**config.mk**
```make
export PLATFORM = sky130hd
export DESIGN_NAME = car_park_stim_engine_flat
export DESIGN_NICKNAME = d
export VERILOG_FILES = /design/src/rtl/car_park_stim_engine_pkg.sv /design/src/rtl/car_park_stim_engine_if.sv /design/src/rtl/car_park_stim_engine_dwell_timer.sv /design/src/rtl/car_park_stim_engine.sv /design/src/flat_wrapper.sv
export SDC_FILE = /design/constraint.sdc
export NUM_CORES = 1
export LEC_CHECK = 0
export CAP_MARGIN = 10
export CORE_ASPECT_RATIO = 1.1
export CORE_UTILIZATION = 52
export DETAILED_ROUTE_END_ITERATION = 10
export PLACE_DENSITY_LB_ADDON = 0.25
export SLEW_MARGIN = 20
export SYNTH_ARGS = -nofsm -noshare
export SYNTH_HDL_FRONTEND = slang
export SYNTH_HIERARCHICAL = 1
export SYNTH_SLANG_ARGS = --single-unit
export TNS_END_PERCENT = 50
```
**constraint.sdc**
```tcl
create_clock -name clk_i -period 3.14 [get_ports clk_i]
set_input_delay 0.314 -clock clk_i [delete_from_list [all_inputs] [get_ports clk_i]]
set_output_delay 0.314 -clock clk_i [all_outputs]
set_load 0.02 [all_outputs]
```
**src/rtl/car_park_stim_engine_pkg.sv**
```systemverilog
// Shared types and constants for the car-park gate stimulus engine.
// Optional abort support is enabled by defining STIM_ABORT_EN.
package car_park_stim_engine_pkg;

    typedef enum logic [2:0] {
        ST_IDLE = 3'd0,
        ST_P1   = 3'd1,
        ST_P2   = 3'd2,
        ST_P3   = 3'd3,
        ST_P4   = 3'd4,
        ST_GAP  = 3'd5
    } state_e;

    localparam logic DIR_ENTER = 1'b0;
    localparam logic DIR_EXIT  = 1'b1;

    // Sensor patterns are {a, b}
    localparam logic [1:0] ENTER_P1 = 2'b10;
    localparam logic [1:0] ENTER_P2 = 2'b11;
    localparam logic [1:0] ENTER_P3 = 2'b01;
    localparam logic [1:0] EXIT_P1  = 2'b01;
    localparam logic [1:0] EXIT_P2  = 2'b11;
    localparam logic [1:0] EXIT_P3  = 2'b10;
    localparam logic [1:0] PAT_IDLE = 2'b00;

    function automatic int gate_width(input int num_gates);
        return (num_gates > 1) ? $clog2(num_gates) : 1;
    endfunction

    function automatic logic [1:0] phase_pattern(input state_e st, input logic dir);
        logic [1:0] pat;
        case (st)
            ST_P1:   pat = (dir == DIR_ENTER) ? ENTER_P1 : EXIT_P1;
            ST_P2:   pat = (dir == DIR_ENTER) ? ENTER_P2 : EXIT_P2;
            ST_P3:   pat = (dir == DIR_ENTER) ? ENTER_P3 : EXIT_P3;
            default: pat = PAT_IDLE;
        endcase
        return pat;
    endfunction

endpackage

```
**src/rtl/car_park_stim_engine_if.sv**
```systemverilog
// Command handshake and sensor/scoreboard bundle of the stimulus engine.
// The abort line exists only when STIM_ABORT_EN is defined.
interface car_park_stim_engine_if #(
    parameter int NUM_GATES = 2,
    parameter int OCC_WIDTH = 4,
    parameter int CNT_WIDTH = 8
);
    import car_park_stim_engine_pkg::*;

    localparam int GATE_W = gate_width(NUM_GATES);

    logic                 cmd_valid;
    logic                 cmd_ready;
    logic                 cmd_dir;
    logic [GATE_W-1:0]    cmd_gate;
    logic [CNT_WIDTH-1:0] cmd_count;
    logic [NUM_GATES-1:0] a;
    logic [NUM_GATES-1:0] b;
    logic                 inc_exp;
    logic                 dec_exp;
    logic [OCC_WIDTH-1:0] exp_occ;
    logic                 sat_err;
    logic                 busy;
    logic                 done;
`ifdef STIM_ABORT_EN
    logic                 abort;
`endif

    modport master (
        output cmd_valid, cmd_dir, cmd_gate, cmd_count,
`ifdef STIM_ABORT_EN
        output abort,
`endif
        input  cmd_ready, a, b, inc_exp, dec_exp, exp_occ, sat_err, busy, done
    );

    modport slave (
        input  cmd_valid, cmd_dir, cmd_gate, cmd_count,
`ifdef STIM_ABORT_EN
        input  abort,
`endif
        output cmd_ready, a, b, inc_exp, dec_exp, exp_occ, sat_err, busy, done
    );

endinterface

```
**src/rtl/car_park_stim_engine_dwell_timer.sv**
```systemverilog
// Loadable down-counter that flags when a sensor phase has been held long enough.
module car_park_stim_engine_dwell_timer #(
    parameter int DWELL_CYCLES = 1
) (
    input  logic clk_i,
    input  logic rst_ni,
    input  logic srst_i,
    input  logic load_i,
    output logic expired_o
);
    localparam int CW = (DWELL_CYCLES > 1) ? $clog2(DWELL_CYCLES) : 1;

    logic [CW-1:0] cnt_q;
    logic [CW-1:0] cnt_d;

    // Reload on every phase entry, otherwise count down and rest at zero
    always_comb begin
        cnt_d = cnt_q;
        if (load_i) begin
            cnt_d = CW'(DWELL_CYCLES - 1);
        end else if (cnt_q != {CW{1'b0}}) begin
            cnt_d = cnt_q - CW'(1);
        end else begin
            cnt_d = cnt_q;
        end
    end

    // Counter register
    always_ff @(posedge clk_i or negedge rst_ni) begin
        if (!rst_ni) begin
            cnt_q <= {CW{1'b0}};
        end else if (srst_i) begin
            cnt_q <= {CW{1'b0}};
        end else begin
            cnt_q <= cnt_d;
        end
    end

    assign expired_o = (cnt_q == {CW{1'b0}});

endmodule

```
**src/rtl/car_park_stim_engine.sv**
```systemverilog
// Command-driven car-park gate sensor pattern generator with expected-occupancy tracking.
// Define STIM_ABORT_EN to add an abort input that terminates a running command.
module car_park_stim_engine
    import car_park_stim_engine_pkg::*;
#(
    parameter int NUM_GATES    = 2,
    parameter int DWELL_CYCLES = 1,
    parameter int OCC_WIDTH    = 4,
    parameter int MAX_OCC      = 15,
    parameter int CNT_WIDTH    = 8
) (
    input  logic                  clk_i,
    input  logic                  rst_ni,
    input  logic                  srst_i,
    car_park_stim_engine_if.slave bus
);
    localparam int                   GATE_W      = gate_width(NUM_GATES);
    localparam logic [31:0]          NUM_GATES_U = 32'(NUM_GATES);
    localparam logic [CNT_WIDTH-1:0] CNT_ONE     = CNT_WIDTH'(1);
    localparam logic [OCC_WIDTH-1:0] OCC_MAX     = OCC_WIDTH'(MAX_OCC);

    state_e               state_q, state_d;
    logic                 dir_q, dir_d;
    logic [GATE_W-1:0]    gate_q, gate_d;
    logic [CNT_WIDTH-1:0] cars_q, cars_d;
    logic [OCC_WIDTH-1:0] occ_q, occ_d;
    logic [NUM_GATES-1:0] a_q, a_d, b_q, b_d;
    logic                 inc_q, inc_d, dec_q, dec_d, sat_q, sat_d;
    logic                 done_q, done_d, ready_q, busy_q;
    logic                 accept_s, noop_s, abort_s, expired_s, load_s, car_done_s;
    logic [1:0]           pat_s;

`ifdef STIM_ABORT_EN
    assign abort_s = bus.abort;
`else
    assign abort_s = 1'b0;
`endif

    assign accept_s = bus.cmd_valid && (state_q == ST_IDLE);
    assign noop_s   = (bus.cmd_count == {CNT_WIDTH{1'b0}}) ||
                      (32'(bus.cmd_gate) >= NUM_GATES_U);
    assign dir_d    = accept_s ? bus.cmd_dir  : dir_q;
    assign gate_d   = accept_s ? bus.cmd_gate : gate_q;
    assign load_s   = (state_d != state_q);

    car_park_stim_engine_dwell_timer #(.DWELL_CYCLES(DWELL_CYCLES)) u_dwell (
        .clk_i     (clk_i),
        .rst_ni    (rst_ni),
        .srst_i    (srst_i),
        .load_i    (load_s),
        .expired_o (expired_s)
    );

    // Phase sequencing; an abort overrides whatever phase is in flight
    always_comb begin
        state_d = state_q;
        case (state_q)
            ST_IDLE: state_d = (accept_s && !noop_s) ? ST_P1 : ST_IDLE;
            ST_P1:   state_d = expired_s ? ST_P2 : ST_P1;
            ST_P2:   state_d = expired_s ? ST_P3 : ST_P2;
            ST_P3:   state_d = expired_s ? ST_P4 : ST_P3;
            ST_P4:   state_d = expired_s ? ST_GAP : ST_P4;
            ST_GAP:  state_d = (cars_q > CNT_ONE) ? ST_P1 : ST_IDLE;
            default: state_d = ST_IDLE;
        endcase
        if (abort_s && (state_q != ST_IDLE)) begin
            state_d = ST_IDLE;
        end else begin
            state_d = state_d;
        end
    end

    // Remaining-car counter, loaded at accept and consumed at each gap
    always_comb begin
        cars_d = cars_q;
        if (accept_s) begin
            cars_d = bus.cmd_count;
        end else if ((state_q == ST_GAP) && (state_d == ST_P1)) begin
            cars_d = cars_q - CNT_ONE;
        end else begin
            cars_d = cars_q;
        end
    end

    assign car_done_s = (state_q == ST_P3) && (state_d == ST_P4);

    // Occupancy saturator: count pulses always fire, the value clamps at the bounds
    always_comb begin
        inc_d = 1'b0;
        dec_d = 1'b0;
        sat_d = 1'b0;
        occ_d = occ_q;
        if (car_done_s && (dir_q == DIR_ENTER)) begin
            inc_d = 1'b1;
            if (occ_q >= OCC_MAX) begin
                sat_d = 1'b1;
            end else begin
                occ_d = occ_q + OCC_WIDTH'(1);
            end
        end else if (car_done_s) begin
            dec_d = 1'b1;
            if (occ_q == {OCC_WIDTH{1'b0}}) begin
                sat_d = 1'b1;
            end else begin
                occ_d = occ_q - OCC_WIDTH'(1);
            end
        end else begin
            occ_d = occ_q;
        end
    end

    // Gate demux: only the selected gate sees the pattern
    always_comb begin
        pat_s = phase_pattern(state_d, dir_d);
        a_d   = {NUM_GATES{1'b0}};
        b_d   = {NUM_GATES{1'b0}};
        for (int g = 0; g < NUM_GATES; g++) begin
            a_d[g] = (gate_d == GATE_W'(g)) ? pat_s[1] : 1'b0;
            b_d[g] = (gate_d == GATE_W'(g)) ? pat_s[0] : 1'b0;
        end
    end

    assign done_d = (accept_s && noop_s) || ((state_q != ST_IDLE) && (state_d == ST_IDLE));

    // State, command latch and registered outputs
    always_ff @(posedge clk_i or negedge rst_ni) begin
        if (!rst_ni) begin
            state_q <= ST_IDLE;
            dir_q   <= DIR_ENTER;
            gate_q  <= {GATE_W{1'b0}};
            cars_q  <= {CNT_WIDTH{1'b0}};
            occ_q   <= {OCC_WIDTH{1'b0}};
            a_q     <= {NUM_GATES{1'b0}};
            b_q     <= {NUM_GATES{1'b0}};
            inc_q   <= 1'b0;
            dec_q   <= 1'b0;
            sat_q   <= 1'b0;
            done_q  <= 1'b0;
            ready_q <= 1'b1;
            busy_q  <= 1'b0;
        end else if (srst_i) begin
            state_q <= ST_IDLE;
            dir_q   <= DIR_ENTER;
            gate_q  <= {GATE_W{1'b0}};
            cars_q  <= {CNT_WIDTH{1'b0}};
            occ_q   <= {OCC_WIDTH{1'b0}};
            a_q     <= {NUM_GATES{1'b0}};
            b_q     <= {NUM_GATES{1'b0}};
            inc_q   <= 1'b0;
            dec_q   <= 1'b0;
            sat_q   <= 1'b0;
            done_q  <= 1'b0;
            ready_q <= 1'b1;
            busy_q  <= 1'b0;
        end else begin
            state_q <= state_d;
            dir_q   <= dir_d;
            gate_q  <= gate_d;
            cars_q  <= cars_d;
            occ_q   <= occ_d;
            a_q     <= a_d;
            b_q     <= b_d;
            inc_q   <= inc_d;
            dec_q   <= dec_d;
            sat_q   <= sat_d;
            done_q  <= done_d;
            ready_q <= (state_d == ST_IDLE);
            busy_q  <= (state_d != ST_IDLE);
        end
    end

    assign bus.cmd_ready = ready_q;
    assign bus.a         = a_q;
    assign bus.b         = b_q;
    assign bus.inc_exp   = inc_q;
    assign bus.dec_exp   = dec_q;
    assign bus.exp_occ   = occ_q;
    assign bus.sat_err   = sat_q;
    assign bus.busy      = busy_q;
    assign bus.done      = done_q;

endmodule

```
**src/flat_wrapper.sv**
```systemverilog
// flat-port wrapper written by rule: the top's interface ports become plain ports
module car_park_stim_engine_flat import car_park_stim_engine_pkg::*;
#(
    parameter int NUM_GATES    = 2,
    parameter int DWELL_CYCLES = 1,
    parameter int OCC_WIDTH    = 4,
    parameter int MAX_OCC      = 15,
    parameter int CNT_WIDTH    = 8
)
  (clk_i, rst_ni, srst_i, bus_cmd_valid, bus_cmd_dir, bus_cmd_gate, bus_cmd_count, bus_cmd_ready, bus_a, bus_b, bus_inc_exp, bus_dec_exp, bus_exp_occ, bus_sat_err, bus_busy, bus_done);
  car_park_stim_engine_if #(.NUM_GATES(NUM_GATES), .OCC_WIDTH(OCC_WIDTH), .CNT_WIDTH(CNT_WIDTH)) bus_i ();
  input  logic clk_i;
  input  logic rst_ni;
  input  logic srst_i;
  input wire logic [$bits(bus_i.cmd_valid)-1:0] bus_cmd_valid;
  input wire logic [$bits(bus_i.cmd_dir)-1:0] bus_cmd_dir;
  input wire logic [$bits(bus_i.cmd_gate)-1:0] bus_cmd_gate;
  input wire logic [$bits(bus_i.cmd_count)-1:0] bus_cmd_count;
  output wire logic [$bits(bus_i.cmd_ready)-1:0] bus_cmd_ready;
  output wire logic [$bits(bus_i.a)-1:0] bus_a;
  output wire logic [$bits(bus_i.b)-1:0] bus_b;
  output wire logic [$bits(bus_i.inc_exp)-1:0] bus_inc_exp;
  output wire logic [$bits(bus_i.dec_exp)-1:0] bus_dec_exp;
  output wire logic [$bits(bus_i.exp_occ)-1:0] bus_exp_occ;
  output wire logic [$bits(bus_i.sat_err)-1:0] bus_sat_err;
  output wire logic [$bits(bus_i.busy)-1:0] bus_busy;
  output wire logic [$bits(bus_i.done)-1:0] bus_done;
  assign bus_i.cmd_valid = bus_cmd_valid;
  assign bus_i.cmd_dir = bus_cmd_dir;
  assign bus_i.cmd_gate = bus_cmd_gate;
  assign bus_i.cmd_count = bus_cmd_count;
  assign bus_cmd_ready = bus_i.cmd_ready;
  assign bus_a = bus_i.a;
  assign bus_b = bus_i.b;
  assign bus_inc_exp = bus_i.inc_exp;
  assign bus_dec_exp = bus_i.dec_exp;
  assign bus_exp_occ = bus_i.exp_occ;
  assign bus_sat_err = bus_i.sat_err;
  assign bus_busy = bus_i.busy;
  assign bus_done = bus_i.done;
  car_park_stim_engine #(.NUM_GATES(NUM_GATES), .DWELL_CYCLES(DWELL_CYCLES), .OCC_WIDTH(OCC_WIDTH), .MAX_OCC(MAX_OCC), .CNT_WIDTH(CNT_WIDTH)) u_core (.clk_i(clk_i), .rst_ni(rst_ni), .srst_i(srst_i), .bus(bus_i));
endmodule
```
== After elaboration in Yosys (flattened, before gate mapping) ==
Cells that the tools add are included.

* Flip-flop bits (word level): 28
* Input bits: 14
* Output and inout port bits: 14

* Add/sub/neg operators: 4
* Magnitude comparators: 2
* Equality and inequality tests: 12
* Mux-type cells: 45
* Bitwise gates (word level): 1
* Reductions and logical operators: 18

{| class="wikitable"
|+ Operators with widths
! cell !! count
|-
| $mux W1 || 28
|-
| $mux W8 || 3
|-
| $mux W4 || 5
|-
| $pmux W3 S6 || 1
|-
| $eq A3 B2 Y1 const B || 4
|-
| $reduce_bool A3 Y1 || 4
|-
| $mux W2 || 5
|-
| $eq A3 B3 Y1 const B || 3
|-
| $gt A8 B1 Y1 const B || 1
|-
| $logic_not A8 Y1 || 1
|-
| $sub A8 B1 Y8 const B || 1
|-
| $logic_and A1 B1 Y1 || 7
|-
| $eq A3 B1 Y1 const B || 2
|-
| $logic_not A3 Y1 || 2
|-
| $mux W3 || 2
|-
| $pmux W2 S3 || 1
|-
| $add A4 B1 Y4 const B || 1
|-
| $ge A4 B4 Y1 const B || 1
|-
| $logic_not A4 Y1 || 1
|-
| $sub A4 B1 Y4 const B || 1
|-
| $ne A3 B2 Y1 const B || 1
|-
| $ne A3 B3 Y1 || 1
|-
| $ne A3 B3 Y1 const B || 1
|-
| $reduce_and A3 Y1 || 1
|-
| 4 further kinds || 4
|}

== Longest topological paths before layout ==
* Depth after elaboration: 10
* Mapped depth: 10
* Depth with buffers taken out: 9

== Hierarchy ==
Netlist, hierarchy kept.

{| class="wikitable"
|+ By module, submodules not included
! module !! instances !! cells each !! area each (µm²)
|-
| car_park_stim_engine || 1 || 162 || 1544.0
|-
| car_park_stim_engine_dwell_timer || 1 || 2 || 11.3
|}

== Least setup slack after synthesis ==
Ideal clock, no wire load.

* Path type: register to register
* From: register u_core.state_q[2]
* To: register u_core.occ_q[3] (netlist: u_core/bus.exp_occ[3])
* Setup time: 0.099 ns
* Data arrival time: 2.314 ns
* Path slack: 0.727 ns
* Cell stages (with the launch flop): 11
* Buffers on the path: 1
* Path through: dfrtp_1 > clkbuf_1 > nand4b_1 > nor2_1 > inv_1 > ha_1 > a21o_1 > a21oi_1 > xor2_1 > a21oi_1 > a311oi_1

* Longest elaborated chain between the ends: 10

{| class="wikitable"
|+ Ends and longest elaborated chain
! element !! line !! RTL
|-
| start: declaration || car_park_stim_engine.sv:22 || <nowiki>state_e state_q, state_d;</nowiki>
|-
| start signal: assignment || car_park_stim_engine.sv:156 || <nowiki>state_q <= state_d;</nowiki>
|-
| $logic_not A3 Y1 || car_park_stim_engine.sv:39, car_park_stim_engine.sv:57 ||
|-
| $logic_and A1 B1 Y1 || car_park_stim_engine.sv:39 || <nowiki>assign accept_s = bus.cmd_valid && (state_q == ST_IDLE);</nowiki>
|-
| $logic_and A1 B1 Y1 || car_park_stim_engine.sv:58 || <nowiki>ST_IDLE: state_d = (accept_s && !noop_s) ? ST_P1 : ST_IDLE;</nowiki>
|-
| $mux W1 || car_park_stim_engine.sv:58 ||
|-
| $pmux W3 S6 || car_park_stim_engine.sv:57 || <nowiki>case (state_q)</nowiki>
|-
| $eq A3 B3 Y1 || car_park_stim_engine.sv:85 || <nowiki>assign car_done_s = (state_q == ST_P3) && (state_d == ST_P4);</nowiki>
|-
| $logic_and A1 B1 Y1 (*) || car_park_stim_engine.sv:85 ||
|-
| $logic_and A1 B1 Y1 || car_park_stim_engine.sv:93 || <nowiki>if (car_done_s && (dir_q == DIR_ENTER)) begin</nowiki>
|-
| $ne A3 B3 Y1 (no line) (tied with other cells) || n/a ||
|-
| $reduce_and A3 Y1 (no line) / $mux W4 (equally long branches) || n/a ||
|-
| end signal: assignment || car_park_stim_engine.sv:132 || <nowiki>occ_q <= {OCC_WIDTH{1'b0}};</nowiki>
|-
| end signal: assignment || car_park_stim_engine.sv:146 || <nowiki>occ_q <= {OCC_WIDTH{1'b0}};</nowiki>
|-
| end: declaration || car_park_stim_engine.sv:26 || <nowiki>logic [OCC_WIDTH-1:0] occ_q, occ_d;</nowiki>
|}

Every way passes the cells marked *; elsewhere a longest branch is shown, timed or not.
A chain may end at the register's enable or synchronous reset.

== Worst setup path in the final report ==
* From: register u_core.state_q[1]
* To: register u_core.occ_q[3] (netlist: u_core/bus.exp_occ[3])

Same word-level chain as after synthesis.

==> metrics.cfg <==
[run_status]
status=complete, no violations

[drt]
detail-route-antenna-nets=0
routed_wl_um=3120
routed_via_density=5.69
vias=1230
drtIter0Drc=42
wire_per_inst_um=14.4
first_pass_iters=4
detail_route.drc_violations=0

[clock_network]
postCtsSetupBuffers=0
clock_path_buffers=2
cts_tree=done
cts-root-buf=clkbuf_4
post_cts_resized=0
numCtsBuffers=3
cts.clk_slew.worst_paths_ns=0.14
clkSinkCount=27
clk_latency_ns=0.31
hold_buffers=0
htreeDepth=1

[grt]
grt_pass1_wl_um=5350
grt_antenna_before_repair=0
grt_use_total_pct=23.0
grt_overflow=0
grt_pass1_vias=1218
grt_max_degree=28

[power_and_ir_drop]
power_frac_comb_pct=25.9
intPower_mw=0.513
powerDensity_nw_per_um2=399
swShare_pct=30.2
peakVddDrop_v=0.000235
seq_power_share_pct=54.5
p_sw_mw=0.222
p_leak_nw=0.766
power_frac_clock_pct=19.7

[critical_path]
start_kind=register
path_cells=nand4b_1 -> nor2_1 -> inv_1 -> ha_1 -> a21o_1 -> a21oi_1 -> xor2_1 -> a21oi_1 -> a311oi_1
slowest_stage=dfrtp_1
crit_type=reg -> reg
crit_arrival_ns=2.88
critPathMaxFanout=12
required_ns=3.35
cp-end-kind=register
max_stage_delay_ns=0.59
cp_common_cell=a21oi_1

[logic_synthesis]
syn_nets=180
yosys_warnings=6
syn_inst=161
synthesis.area_um2=1540
avgSynthCellArea_um2=9.57

[layout]
fin_area_um2=1840
area_growth_pct=19.4
nets=203
num_antenna_cells=0
drive_gt1_share_pct=7.65

[floorplanning]
ioPinCount=28
die_height_um=59.1
core_area_um2=2800
rows=20
initial_core_util_pct=55.0
dieArea_um2=3190
dieWidth_um=53.9

[placed_design]
place_congestion=0.896
place_area_um2=1810
hpwl_um=2340
io_buffers=27

[timing]
slew_headroom_pct=39.0
finalSetupTns_ns=0
period_share_pct=84.9
rsz0062_at_grt=no
worst_pin_slew_ns=0.913
whs_ns=0.346
hold_violations=0
max_freq_mhz=375
slew_violations=0
period_needed_ns=2.66
skew_ns=0.00306
final-setup-viol-count=0

[run]
cap_violations=0

[hold_path]
min-delay-path-class=in -> async

## critical path: cells and delay by family, from the launching register on
| kind | cells | cell delay (ns) |
|---|---|---|
| AO/OA/AOI/OAI | 4 | 0.69 |
| XOR/XNOR | 1 | 0.21 |
| adder cells (fa/ha/maj) | 1 | 0.29 |
| buffers and inverters | 1 | 0.11 |
| flip-flops | 1 | 0.59 |
| AND/OR/NAND/NOR | 2 | 0.68 |
## metrics by stage
stage | power [mW] | util, % | cells | setup WS [ns]
after CTS | 0.745 | 65.7 | 216 | 0.507
final | 0.735 | 65.7 | 216 | 0.475
after floorplan | 0.527 | - | 161 | 0.742
after global placement | 0.589 | 64.7 | 212 | 0.644
after global routing | 0.781 | 65.7 | 216 | 0.241
after detailed placement | 0.597 | 64.7 | 212 | 0.520
## area by class of cell
cell class	count	area, um2
Clock buffer	4	26.3
Timing Repair Buffer	29	285
Sequential cell	27	677
Fill cell	242	962
Tap cell	33	41.3
Inverter	7	26.3
Multi-Input combinational cell	116	785
## path summary, 6_finish.rpt
check	start	endpoint	slack, ns	cells past startpoint
min in group clk_i	bus_cmd_count[1]	u_core/cars_q[1]$_DFFE_PN0P_	0.57	3
max in group asynchronous	rst_ni	u_core/bus.cmd_ready$_DFF_PN1_	2.50	2
hold / removal	rst_ni	u_core/cars_q[0]$_DFFE_PN0P_	0.35	2
setup reg to reg	u_core/state_q[1]$_DFF_PN0_	u_core/bus.exp_occ[3]$_DFFE_PN0P_	0.48	9
hold reg to reg	u_core/bus.exp_occ[3]$_DFFE_PN0P_	u_core/bus.exp_occ[3]$_DFFE_PN0P_	0.57	1
setup / recovery	u_core/state_q[1]$_DFF_PN0_	u_core/bus.exp_occ[3]$_DFFE_PN0P_	0.48	9
## power by group through the flow
stage / sequential, mW / combinational (mW) / clock (mW)
after floorplan: 0.408 / 0.118 / 0
after global placement: 0.404 / 0.185 / 0
after detailed placement: 0.407 / 0.190 / 0
after CTS: 0.400 / 0.191 / 0.154
after global routing: 0.405 / 0.209 / 0.167
final: 0.400 / 0.190 / 0.145
## registers in the layout, summed over array words and instances (netlist names), 2 cells and up
register / cells
u_core/bus.b: 2
u_core/bus.exp_occ: 4
u_core/cars_q: 8
u_core/bus.a: 2
u_core/state_q: 3
## per-layer routing
metal  vias up  GRT usage, %  share of wire (%)
li1        613             -                  -
met1       583          30.0                 45
met2        32          37.9                 50
met3         2          3.85                4.9
met4         0          8.27               0.64
met5         -             0                  0
## layout by cell type (no fill, tap or decap), types with 2 or more instances in the layout
cell type        instances
a211oi_1                 7
a21o_1                   3
a21oi_1                  5
a311oi_1                 2
a31oi_1                  3
buf_4                    2
clkbuf_4                 3
clkdlybuf4s50_1         27
dfrtp_1                 26
ha_1                     4
inv_1                    7
mux2i_1                  4
nand2_1                  8
nand2b_1                 2
nand3b_1                 2
nand4_1                  2
nand4b_1                 2
nor2_1                  28
nor3_1                   6
nor3_2                   2
nor3b_1                  2
nor4_1                   3
xnor2_1                  3
xor2_1                   8
(Power assumes the default switching activity.)
